==> config.mk <==
export PLATFORM = sky130hd
export DESIGN_NAME = reg_dump_reader
export DESIGN_NICKNAME = d
export VERILOG_FILES = /design/src/rtl/reg_dump_reader.sv
export SDC_FILE = /design/constraint.sdc
export NUM_CORES = 1
export LEC_CHECK = 0
export BUFFER_PORTS_ARGS = -buffer_cell sky130_fd_sc_hd__buf_2
export CAP_MARGIN = 20
export CORE_UTILIZATION = 27
export CTS_CLUSTER_SIZE = 40
export DETAILED_ROUTE_END_ITERATION = 8
export SLEW_MARGIN = 20
export SYNTH_ARGS = -nofsm -noshare
export SYNTH_HDL_FRONTEND = slang
export SYNTH_SLANG_ARGS = --single-unit
==> constraint.sdc <==
create_clock -name Clk -period 1.8 [get_ports Clk]
set_clock_uncertainty 0.2 [all_clocks]
set_input_delay 0 -clock Clk [delete_from_list [all_inputs] [get_ports Clk]]
set_output_delay 0 -clock Clk [all_outputs]
set_load 0.005 [all_outputs]
==> src/rtl/reg_dump_reader.sv <==
// reg_dump_reader: walks a wrapping address range of the register bank and streams each word out
// over a valid/ready interface.
//   Clk, Rst            clock, synchronous active-high reset
//   Start               dump request, accepted only when idle
//   First_reg, Last_reg inclusive address range, latched on an accepted Start (wraps 31->0)
//   Busy                high while a dump is in progress
//   Rd_reg, Rd_data     registered address to the bank read port, combinational data back
//   Out_valid/Out_ready output handshake; Out_data, Out_addr, Out_last describe the word
//   Done                one-cycle pulse after the final handshake
// Optional feature: define REG_DUMP_CHECKSUM_EN to append an XOR checksum word after the last
// register word. Without it, Out_last marks the final register word.
module reg_dump_reader #(
    parameter int N_ADDR = 5,
    parameter int N_REG  = 32,
    parameter int N_BIT  = 32
) (
    input  logic              Clk,
    input  logic              Rst,
    input  logic              Start,
    input  logic [N_ADDR-1:0] First_reg,
    input  logic [N_ADDR-1:0] Last_reg,
    output logic              Busy,
    output logic [N_ADDR-1:0] Rd_reg,
    input  logic [N_BIT-1:0]  Rd_data,
    output logic              Out_valid,
    input  logic              Out_ready,
    output logic [N_BIT-1:0]  Out_data,
    output logic [N_ADDR-1:0] Out_addr,
    output logic              Out_last,
    output logic              Done
);
`ifdef REG_DUMP_CHECKSUM_EN
    typedef enum logic [1:0] {IDLE, READ, SEND, CSUM} state_t;
    logic [N_BIT-1:0] csum, csum_n;
`else
    typedef enum logic [1:0] {IDLE, READ, SEND} state_t;
`endif
    state_t state, state_n;
    logic [N_ADDR-1:0] last_q, last_n, rd_reg_n, addr_n;
    logic [N_BIT-1:0]  data_n;
    logic busy_n, valid_n, olast_n, done_n, hs;

    assign hs = Out_valid && Out_ready;

    always_ff @(posedge Clk) begin
        if (Rst) begin
            state     <= IDLE;
            last_q    <= '0;
            Rd_reg    <= '0;
            Busy      <= 1'b0;
            Out_valid <= 1'b0;
            Out_data  <= '0;
            Out_addr  <= '0;
            Out_last  <= 1'b0;
            Done      <= 1'b0;
`ifdef REG_DUMP_CHECKSUM_EN
            csum      <= '0;
`endif
        end else begin
            state     <= state_n;
            last_q    <= last_n;
            Rd_reg    <= rd_reg_n;
            Busy      <= busy_n;
            Out_valid <= valid_n;
            Out_data  <= data_n;
            Out_addr  <= addr_n;
            Out_last  <= olast_n;
            Done      <= done_n;
`ifdef REG_DUMP_CHECKSUM_EN
            csum      <= csum_n;
`endif
        end
    end

    always_comb begin
        state_n  = state;
        last_n   = last_q;
        rd_reg_n = Rd_reg;
        busy_n   = Busy;
        valid_n  = Out_valid;
        data_n   = Out_data;
        addr_n   = Out_addr;
        olast_n  = Out_last;
        done_n   = 1'b0;
`ifdef REG_DUMP_CHECKSUM_EN
        csum_n   = csum;
`endif
        case (state)
            IDLE: if (Start) begin
                last_n   = Last_reg;
                rd_reg_n = First_reg;
                busy_n   = 1'b1;
                state_n  = READ;
`ifdef REG_DUMP_CHECKSUM_EN
                csum_n   = '0;
`endif
            end
            READ: begin
                data_n  = Rd_data;
                addr_n  = Rd_reg;
                valid_n = 1'b1;
                state_n = SEND;
`ifdef REG_DUMP_CHECKSUM_EN
                olast_n = 1'b0;
                csum_n  = csum ^ Rd_data;
`else
                olast_n = (Rd_reg == last_q);
`endif
            end
            SEND: if (hs) begin
                if (Rd_reg != last_q) begin
                    valid_n  = 1'b0;
                    rd_reg_n = N_ADDR'((int'(Rd_reg) + 1) % N_REG);
                    state_n  = READ;
                end else begin
`ifdef REG_DUMP_CHECKSUM_EN
                    // Out_valid stays high: the checksum word follows immediately
                    data_n  = csum;
                    addr_n  = last_q;
                    olast_n = 1'b1;
                    state_n = CSUM;
`else
                    busy_n  = 1'b0;
                    valid_n = 1'b0;
                    olast_n = 1'b0;
                    done_n  = 1'b1;
                    state_n = IDLE;
`endif
                end
            end
`ifdef REG_DUMP_CHECKSUM_EN
            CSUM: if (hs) begin
                busy_n  = 1'b0;
                valid_n = 1'b0;
                olast_n = 1'b0;
                done_n  = 1'b1;
                state_n = IDLE;
            end
`endif
            default: state_n = IDLE;
        endcase
    end
endmodule
==> impl_metrics.tcl, run 1 <==
set metrics [dict create \
    slowest_stage "dfxtp_1" \
    drtIter0Drc 110 \
    finalSetupViolations 0 \
    ys_warn_count 0 \
    ant_nets 0 \
    grt.total_usage_pct 15.2 \
    yosys.area.top_type "dfxtp_1" \
    drc_errors 0 \
    seqPwrFrac_pct 47.5 \
    root_buffer "clkbuf_8" \
    p_per_area_mw_per_mm2 815 \
    drive_gt1_share_pct 30.9 \
    peakVddDrop_mv 0.344 \
    critPathMaxFanout 7 \
    grt_pass1_wl_um 10300 \
    routed_via_density 4.52 \
    synth_area_sq_mm 0.00216 \
    final_net_count 450 \
    syn_avg_cell_area_sq_um 8.26 \
    startpoint_type "flop" \
    switching_share_pct 26.7 \
    arrival_ns 1.71 \
    crit_chain "xnor2_1 -> and4_4 -> a211oi_1 -> or3_1" \
    antenna_found_initial 0 \
    rr_worst_depth 4 \
    synth.top_cells.by_count "83 x nand2_1, 53 x dfxtp_1, 45 x a21oi_1" \
    crit_path_end_kind "flop" \
    wirelength_um 6250 \
    crit_buf_inv 0 \
    r2r_start "Rd_reg[0]" \
    power.switching_uw 730 \
    cap_viol_max_count 0 \
    dp_hpwl_um 4100 \
    antenna_cells 0 \
    yosysTopAreaCellShare_pct 49.0 \
    slew_headroom_pct 79.2 \
    syn-num-nets 309 \
    htree_levels 2 \
    cp_top_family "simple AND/OR/NAND/NOR gates" \
    synth_cells 262 \
    grtUsageMet2_pct 26.3 \
    ios 92 \
    gr-total-overflow 0 \
    multi_input_area_sq_mm 0.00101 \
    clock_latency_ns 0.30 \
    leakagePower_nw 1.51 \
    port_buffers 91 \
    dpl_cell_area_sq_mm 0.00280 \
    dr.pass1.iters 5 \
    seqCellArea_sq_mm 0.00106 \
    worstReg2RegEnd "Rd_reg[0]" \
    postCtsSetupRepairBufs 0 \
    fmaxAchievable_mhz 584 \
    required_ns 1.79 \
    stdcell_area_sq_mm 0.00336 \
    num_vias 2289 \
    pwr-share-clk_pct 30.7 \
    finalHoldViolCount 0 \
    maxSlewViolCount 0 \
    comb_power_share_pct 21.8 \
    syn_to_final_growth_pct 55.1 \
    worstMarginPinSlew_ns 0.312 \
    die-area_sq_mm 0.00838 \
    met1_usage_pct 19.1 \
    finish.utilization_pct 43.4 \
    cts_sinks 53 \
    hold_path_class "in2reg" \
    cp_slowest_stage_delay_ns 0.37 \
    gp_congestion 0.845 \
    clock_path_buffers 2 \
    fillers 764 \
    numCtsBuffers 5 \
    p_int_mw 2.01 \
    crit_type "reg2reg" \
    cts_tree "done" \
    wl_per_cell_um 12.4 \
    synth_ff_type "dfxtp_1" \
    initial_core_util_pct 28.0 \
    grt_max_degree 39 \
    outcome "finished clean" \
    synth_edf_count 0 \
    finalCritPeriodShare_pct 95.2 \
    num_rows 32 \
    core-area_sq_mm 0.00773 \
    ys_async_sr_fraction_pct 0 \
    power.total_mw 2.74 \
    r2r_slack_ns 0.09 \
    clk_pin_slew_ns 0.10 \
    ys_top_cells_by_area "dfxtp_1 49%, nand2_1 14%, a21oi_1 10%" \
    synth_cell_types 43 \
    synth_seq_cells 53 \
    hp-start "First_reg[3]" \
    die_h_um 91.5 \
    whs_path_depth 4 \
    ys_seq_area_share_pct 49.0 \
    min_to "Rd_reg[3]" \
    largest_register "Out_data" \
    grtUsageMet3_pct 3.18 \
    largest_register_ffs 32 \
    layout_min_cycle_time_ns 1.71 \
    grt_pass1_vias 2196 \
    yosysMostFrequentCell "nand2_1" \
    busiest_layer "met2" \
    dieWidth_um 91.5 \
]
## per-stage QoR
| step | worst slack [ns] | std cells | hold WS [ns] | TNS [ns] |
|---|---|---|---|---|
| after global routing | -0.0109 | 506 | 0.0509 | -0.0109 |
| after floorplan | 0.157 | 262 | -0.0640 | 0 |
| after detailed placement | 0.0428 | 455 | 0.0463 | 0 |
| after global placement | 0.0762 | 455 | 0.0383 | 0 |
| after CTS | 0.0227 | 506 | 0.0406 | 0 |
| final | 0.0863 | 506 | 0.0523 | 0 |
## layer usage
| layer | vias to the layer above | wire, um |
|---|---|---|
| li1 | 1162 | - |
| met1 | 1042 | 2820 |
| met2 | 78 | 3000 |
| met3 | 7 | 388 |
| met4 | 0 | 46 |
| met5 | - | 0 |
## tightest hold or removal path: stages
cell and delay, ns:
buf_2 0.10, a2bb2oi_1 0.17, a2111oi_2 0.07, a31o_1 0.17
## kinds of logic after synthesis
kind of cell | Yosys count | share of synthesized area, %
AO/OA/AOI/OAI | 64 | 18.1
XOR/XNOR | 5 | 2.02
adder cells (fa/ha/maj) | 1 | 0.578
buffers and inverters | 20 | 4.80
flip-flops | 53 | 49.0
multiplexers | 6 | 2.77
AND/OR/NAND/NOR | 113 | 22.7
## worst max-delay path by stage
stage,startpoint,end,slack (ns),depth (start not counted)
3_5_place_dp,Rd_reg[1],Rd_reg[0],0.04,4
4_1_cts,Rd_reg[1],Rd_reg[0],0.02,4
3_3_place_gp,Rd_reg[0],Rd_reg[0],0.08,4
5_1_grt,Rd_reg[0],Rd_reg[0],-0.01,4
2_1_floorplan,Rd_reg[0],Rd_reg[2],0.16,5
6_report,Rd_reg[0],Rd_reg[0],0.09,4
## cell type report
class / instances / area share (%)
clock inverter: 2 / 1.12
inverter: 2 / 0.224
multi-input combinational: 189 / 30.0
clock buffer: 6 / 2.46
sequential: 53 / 31.6
tap: 102 / 3.80
timing repair buffer: 152 / 30.8
## power groups by stage
stage / combinational [mW] / clock, mW / sequential (mW)
detailed placement: 0.513 / 0 / 1.33
floorplan: 0.292 / 0 / 1.33
global placement: 0.510 / 0 / 1.32
CTS: 0.585 / 0.885 / 1.30
finish: 0.597 / 0.840 / 1.30
global route: 0.661 / 0.925 / 1.31
## timing repair
action,4_1_cts,5_1_grt
hold buffers,43,0
resized for setup,0,4
endpoints found under the hold margin,46,0
endpoints found under the setup margin,0,6
## placed cells by master, fill, tap and decap left out, drive strengths merged, types with 2 or more instances in the layout
cell / n
mux2i: 6
nand2: 83
clkbuf: 6
and2b: 2
xnor2: 5
buf: 109
dlygate4sd3: 43
a21oi: 45
a32o: 2
inv: 2
and3: 2
a211oi: 2
a211o: 2
and2: 2
nor2: 11
dfxtp: 53
o211ai: 2
o21ai: 2
No activity file was read; power rests on OpenSTA's default activity.
==> run 2, diff against run 1 <==
--- a/config.mk
+++ b/config.mk
@@ -7,9 +7,12 @@
 export LEC_CHECK = 0
 export BUFFER_PORTS_ARGS = -buffer_cell sky130_fd_sc_hd__buf_2
 export CAP_MARGIN = 20
+export CELL_PAD_IN_SITES_DETAIL_PLACEMENT = 0
+export CELL_PAD_IN_SITES_GLOBAL_PLACEMENT = 1
 export CORE_UTILIZATION = 27
 export CTS_CLUSTER_SIZE = 40
 export DETAILED_ROUTE_END_ITERATION = 8
+export PLACE_DENSITY_LB_ADDON = 0.1
 export SLEW_MARGIN = 20
 export SYNTH_ARGS = -nofsm -noshare
 export SYNTH_HDL_FRONTEND = slang
==> run 2 against run 1 <==
Against the previous run: clock-buffer cell count is the same; total power shrank 0.66%; die area is the same; global-route usage grew 0.96 points; final cell count is the same; via count shrank 0.35%; sequential cell count is the same; critical path depth is the same; sequential share of layout area is essentially flat; register-to-register slack is essentially flat; critical path type unchanged; largest cell class unchanged.
==> impl_metrics.tcl, run 2 (synthesized netlist as in run 1, its figures left out) <==
set metrics [dict create \
    die_h_um 91.5 \
    startpoint_type "flop" \
    outcome "finished clean" \
    num_rows 32 \
    r2r_slack_ns 0.09 \
    cts_tree "done" \
    gr-total-overflow 0 \
    leakagePower_nw 1.51 \
    rr_worst_depth 4 \
    crit_path_end_kind "flop" \
    num_vias 2281 \
    hold_path_class "in2reg" \
    p_per_area_mw_per_mm2 810 \
    core-area_sq_mm 0.00773 \
    clk_pin_slew_ns 0.09 \
    peakVddDrop_mv 0.307 \
    maxSlewViolCount 0 \
    port_buffers 91 \
    root_buffer "clkbuf_8" \
    min_to "Rd_reg[3]" \
    finalSetupViolations 0 \
    critPathMaxFanout 7 \
    die-area_sq_mm 0.00838 \
    htree_levels 2 \
    gp_congestion 0.824 \
    postCtsSetupRepairBufs 0 \
    stdcell_area_sq_mm 0.00336 \
    clock_latency_ns 0.30 \
    wl_per_cell_um 12.9 \
    fillers 808 \
    finalCritPeriodShare_pct 94.9 \
    routed_via_density 4.51 \
    drtIter0Drc 50 \
    layout_min_cycle_time_ns 1.71 \
    final_common_cell "buf_2" \
    cap_viol_max_count 0 \
    required_ns 1.79 \
    crit_type "reg2reg" \
    syn_to_final_growth_pct 55.0 \
    ios 92 \
    grt.total_usage_pct 16.1 \
    grt_pass1_wl_um 10700 \
    grt_pass1_vias 2295 \
    fmaxAchievable_mhz 585 \
    whs_path_depth 4 \
    dieWidth_um 91.5 \
    ant_nets 0 \
    final_cell_mix "91 x buf_2, 83 x nand2_1, 52 x dfxtp_1" \
    rsz0062_at_grt "false" \
    antenna_cells 0 \
    initial_core_util_pct 28.0 \
    fin_setup_tns_ns 0 \
    dr.pass1.iters 4 \
    drive_gt1_share_pct 30.7 \
    antenna_found_initial 0 \
    numCtsBuffers 5 \
    clock_path_buffers 2 \
    drc_errors 0 \
    dp_hpwl_um 4420 \
    grt_max_degree 39 \
    dpl_cell_area_sq_mm 0.00280 \
    hp-start "First_reg[3]" \
    largest_register_ffs 32 \
    worstReg2RegEnd "Rd_reg[0]" \
    arrival_ns 1.70 \
    wirelength_um 6530 \
    worstMarginPinSlew_ns 0.333 \
    r2r_start "Rd_reg[3]" \
    finalHoldViolCount 0 \
    largest_register "Out_data" \
    slew_headroom_pct 77.8 \
    final_net_count 450 \
    cts_sinks 53 \
]
## run 2: cell count changes in the layout (fill, tap and decap cells not counted)
cell,change
clkbuf_1,+1
clkinv_4,+1
o21bai_4,+1
clkbuf_8,-1
clkinvlp_4,-1
o21bai_2,-1
## run 2: power by group
group / leakage [nW] / switching, mW / internal [mW] / total [mW]
Sequential: 0.433 / 0.0536 / 1.25 / 1.30
Combinational: 1.02 / 0.290 / 0.307 / 0.597
Clock: 0.0554 / 0.401 / 0.418 / 0.820
Total: 1.51 / 0.745 / 1.97 / 2.72
## run 2: worst max-delay path, stage by stage (launching register included)
cell,delay (ns)
dfxtp_1,0.46
xnor2_1,0.17
and4_4,0.30
a211oi_1,0.08
or3_1,0.38
## run 2: what timing repair did
item                                   CTS  global route
pin swaps                                0             0
endpoints found under the hold margin   45             0
setup endpoints to repair                1             4
gates resized for setup                  1             4
hold buffers                            43             0
## run 2: metrics by stage
stage               setup WS, ns  power (mW)  util (%)  hold slack (ns)  instances
floorplan                  0.157        1.62         -          -0.0640        262
finish                    0.0915        2.72      43.4           0.0616        506
global route             0.00563        2.89      43.4           0.0724        506
detailed placement       0.00935        1.85      36.2           0.0422        455
global placement          0.0558        1.85      36.2           0.0384        455
CTS                       0.0406        2.75      43.2           0.0531        506
## run 2: worst max path at each step
stage | startpoint | end | cells after the start
after floorplan | Rd_reg[0] | Rd_reg[2] | 5
after global placement | Rd_reg[3] | Rd_reg[0] | 4
after detailed placement | Rd_reg[3] | Rd_reg[0] | 4
after CTS | state[1] | Rd_reg[0] | 4
after global routing | state[1] | Rd_reg[3] | 4
final | Rd_reg[3] | Rd_reg[0] | 4
## run 2: final cells by class
| type | instances | area (sq um) | area share, % |
|---|---|---|---|
| Clock buffer | 6 | 72.6 | 2.16 |
| Inverter | 2 | 7.51 | 0.224 |
| Sequential cell | 53 | 1060 | 31.7 |
| Clock inverter | 2 | 38.8 | 1.16 |
| Multi-Input combinational cell | 189 | 1010 | 30.2 |
| Timing Repair Buffer | 152 | 1030 | 30.8 |
| Tap cell | 102 | 128 | 3.80 |
## run 2: layer usage
layer	up-vias	wire [um]	track usage, %
met4	0	79	4.76
li1	1167	-	-
met5	-	0	0
met1	1047	2990	19.6
met2	60	3060	27.3
met3	7	394	4.86
==> run 3, diff against run 2 <==
--- a/config.mk
+++ b/config.mk
@@ -9,6 +9,7 @@
 export CAP_MARGIN = 20
 export CELL_PAD_IN_SITES_DETAIL_PLACEMENT = 0
 export CELL_PAD_IN_SITES_GLOBAL_PLACEMENT = 1
+export CORE_MARGIN = 5
 export CORE_UTILIZATION = 27
 export CTS_CLUSTER_SIZE = 40
 export DETAILED_ROUTE_END_ITERATION = 8
==> run 3 against run 2 <==
Against the previous run: fmax down 0.38%; clock power down 18%; combinational power about the same; utilization down 0.56 points; worst hold slack worse by 0.0027 ns; clock-buffer cell count unchanged; sequential share of layout area up 0.32 points; via count down 1.8%; non-clock buffer count down 1; die area up 18%; register-to-register slack about the same; critical path depth unchanged.
==> impl_metrics.tcl, run 3 (synthesized netlist as in run 1, its figures left out) <==
set metrics [dict create \
    dieWidth_um 99.5 \
    final_common_cell "buf_2" \
    peakVddDrop_mv 0.319 \
    finalSetupViolations 0 \
    layout_min_cycle_time_ns 1.72 \
    antenna_found_initial 0 \
    largest_register_ffs 32 \
    leakagePower_nw 1.50 \
    slew_headroom_pct 76.7 \
    worstMarginPinSlew_ns 0.345 \
    wl_per_cell_um 13.3 \
    crit_path_end_kind "flop" \
    stdcell_area_sq_mm 0.00333 \
    port_buffers 91 \
    largest_register "Out_data" \
    antenna_cells 0 \
    core-area_sq_mm 0.00777 \
    numCtsBuffers 5 \
    grt_max_degree 39 \
    critPathMaxFanout 8 \
    drc_errors 0 \
    dp_hpwl_um 4640 \
    dr.pass1.iters 4 \
    num_rows 32 \
    place_ws_ns 0.0516 \
    ant_nets 0 \
    postCtsSetupRepairBufs 0 \
    gr-total-overflow 0 \
    maxSlewViolCount 0 \
    grt.total_usage_pct 13.5 \
    clk_pin_slew_ns 0.09 \
    die-area_sq_mm 0.00991 \
    drtIter0Drc 62 \
    fin_ws_ns 0.0849 \
    num_vias 2239 \
    finish.utilization_pct 42.9 \
    finalCritPeriodShare_pct 95.3 \
    gp_congestion 0.902 \
    arrival_ns 1.76 \
    power.total_mw 2.57 \
    htree_levels 2 \
    fin_setup_tns_ns 0 \
    cap_viol_max_count 0 \
    multi_input_area_sq_mm 0.00100 \
    cts_tree "done" \
    clock_path_buffers 2 \
    dpl_cell_area_sq_mm 0.00280 \
    drive_gt1_share_pct 30.5 \
    wirelength_um 6690 \
    outcome "finished clean" \
    grt_pass1_vias 2257 \
    clock_latency_ns 0.30 \
    required_ns 1.85 \
    cts_sinks 53 \
    root_buffer "clkbuf_8" \
    fmaxAchievable_mhz 583 \
    rsz0062_at_grt "false" \
    final_cell_mix "91 x buf_2, 83 x nand2_1, 50 x dfxtp_1" \
    routed_via_density 4.43 \
    ios 92 \
    startpoint_type "flop" \
    finalHoldViolCount 0 \
    whs_path_depth 4 \
    rr_worst_depth 4 \
    fillers 822 \
    crit_type "reg2reg" \
    initial_core_util_pct 27.9 \
    p_per_area_mw_per_mm2 773 \
    hold_path_class "in2reg" \
    final_net_count 449 \
    die_h_um 99.5 \
    seqCellArea_sq_mm 0.00106 \
    syn_to_final_growth_pct 53.8 \
    grt_pass1_wl_um 10900 \
]
## run 3: final cells by class
type                    count  area share [%]
flip-flops and latches     53            32.0
repair buffers            151            31.3
multi-input cells         189            30.1
well taps                 102            3.83
clock buffers               6            2.18
clock inverters             2           0.413
inverters                   2           0.225
## run 3: final timing paths
path | slack, ns | end | startpoint
max | 0.08 | Out_valid | state[0]
min reg2reg | 0.25 | Out_data[21] | Out_data[21]
max reg2reg | 0.08 | Out_valid | state[0]
min | 0.06 | Rd_reg[3] | First_reg[3]
## run 3: stage by stage
step	cells	hold WS (ns)
6_report	505	0.0589
3_5_place_dp	453	0.0442
2_1_floorplan	262	-0.0640
5_1_grt	505	0.0889
3_3_place_gp	453	0.0381
4_1_cts	505	0.0527
## run 3: critical path, cell delays in order (launching register included)
cell and delay, ns:
dfxtp_2 0.41, buf_4 0.14, o21ai_0 0.08, a211oi_1 0.25, dlygate4sd3_1 0.58
## run 3: routing by layer
layer | track usage (%) | wire length [um] | vias up
li1 | - | - | 1161
met1 | 17.1 | 3010 | 1004
met2 | 22.4 | 3130 | 67
met3 | 4.00 | 488 | 7
met4 | 3.89 | 63 | 0
met5 | 0 | 0 | -
## run 3: timing repair
action	in CTS	in global routing
hold endpoints to repair	45	0
hold buffers	44	0
gates resized for setup	0	5
endpoints found under the setup margin	0	6
## run 3: power by group
group / switching (mW) / internal [mW]
registers: 0.0522 / 1.25
clock network: 0.396 / 0.278
logic: 0.290 / 0.307
total: 0.738 / 1.83
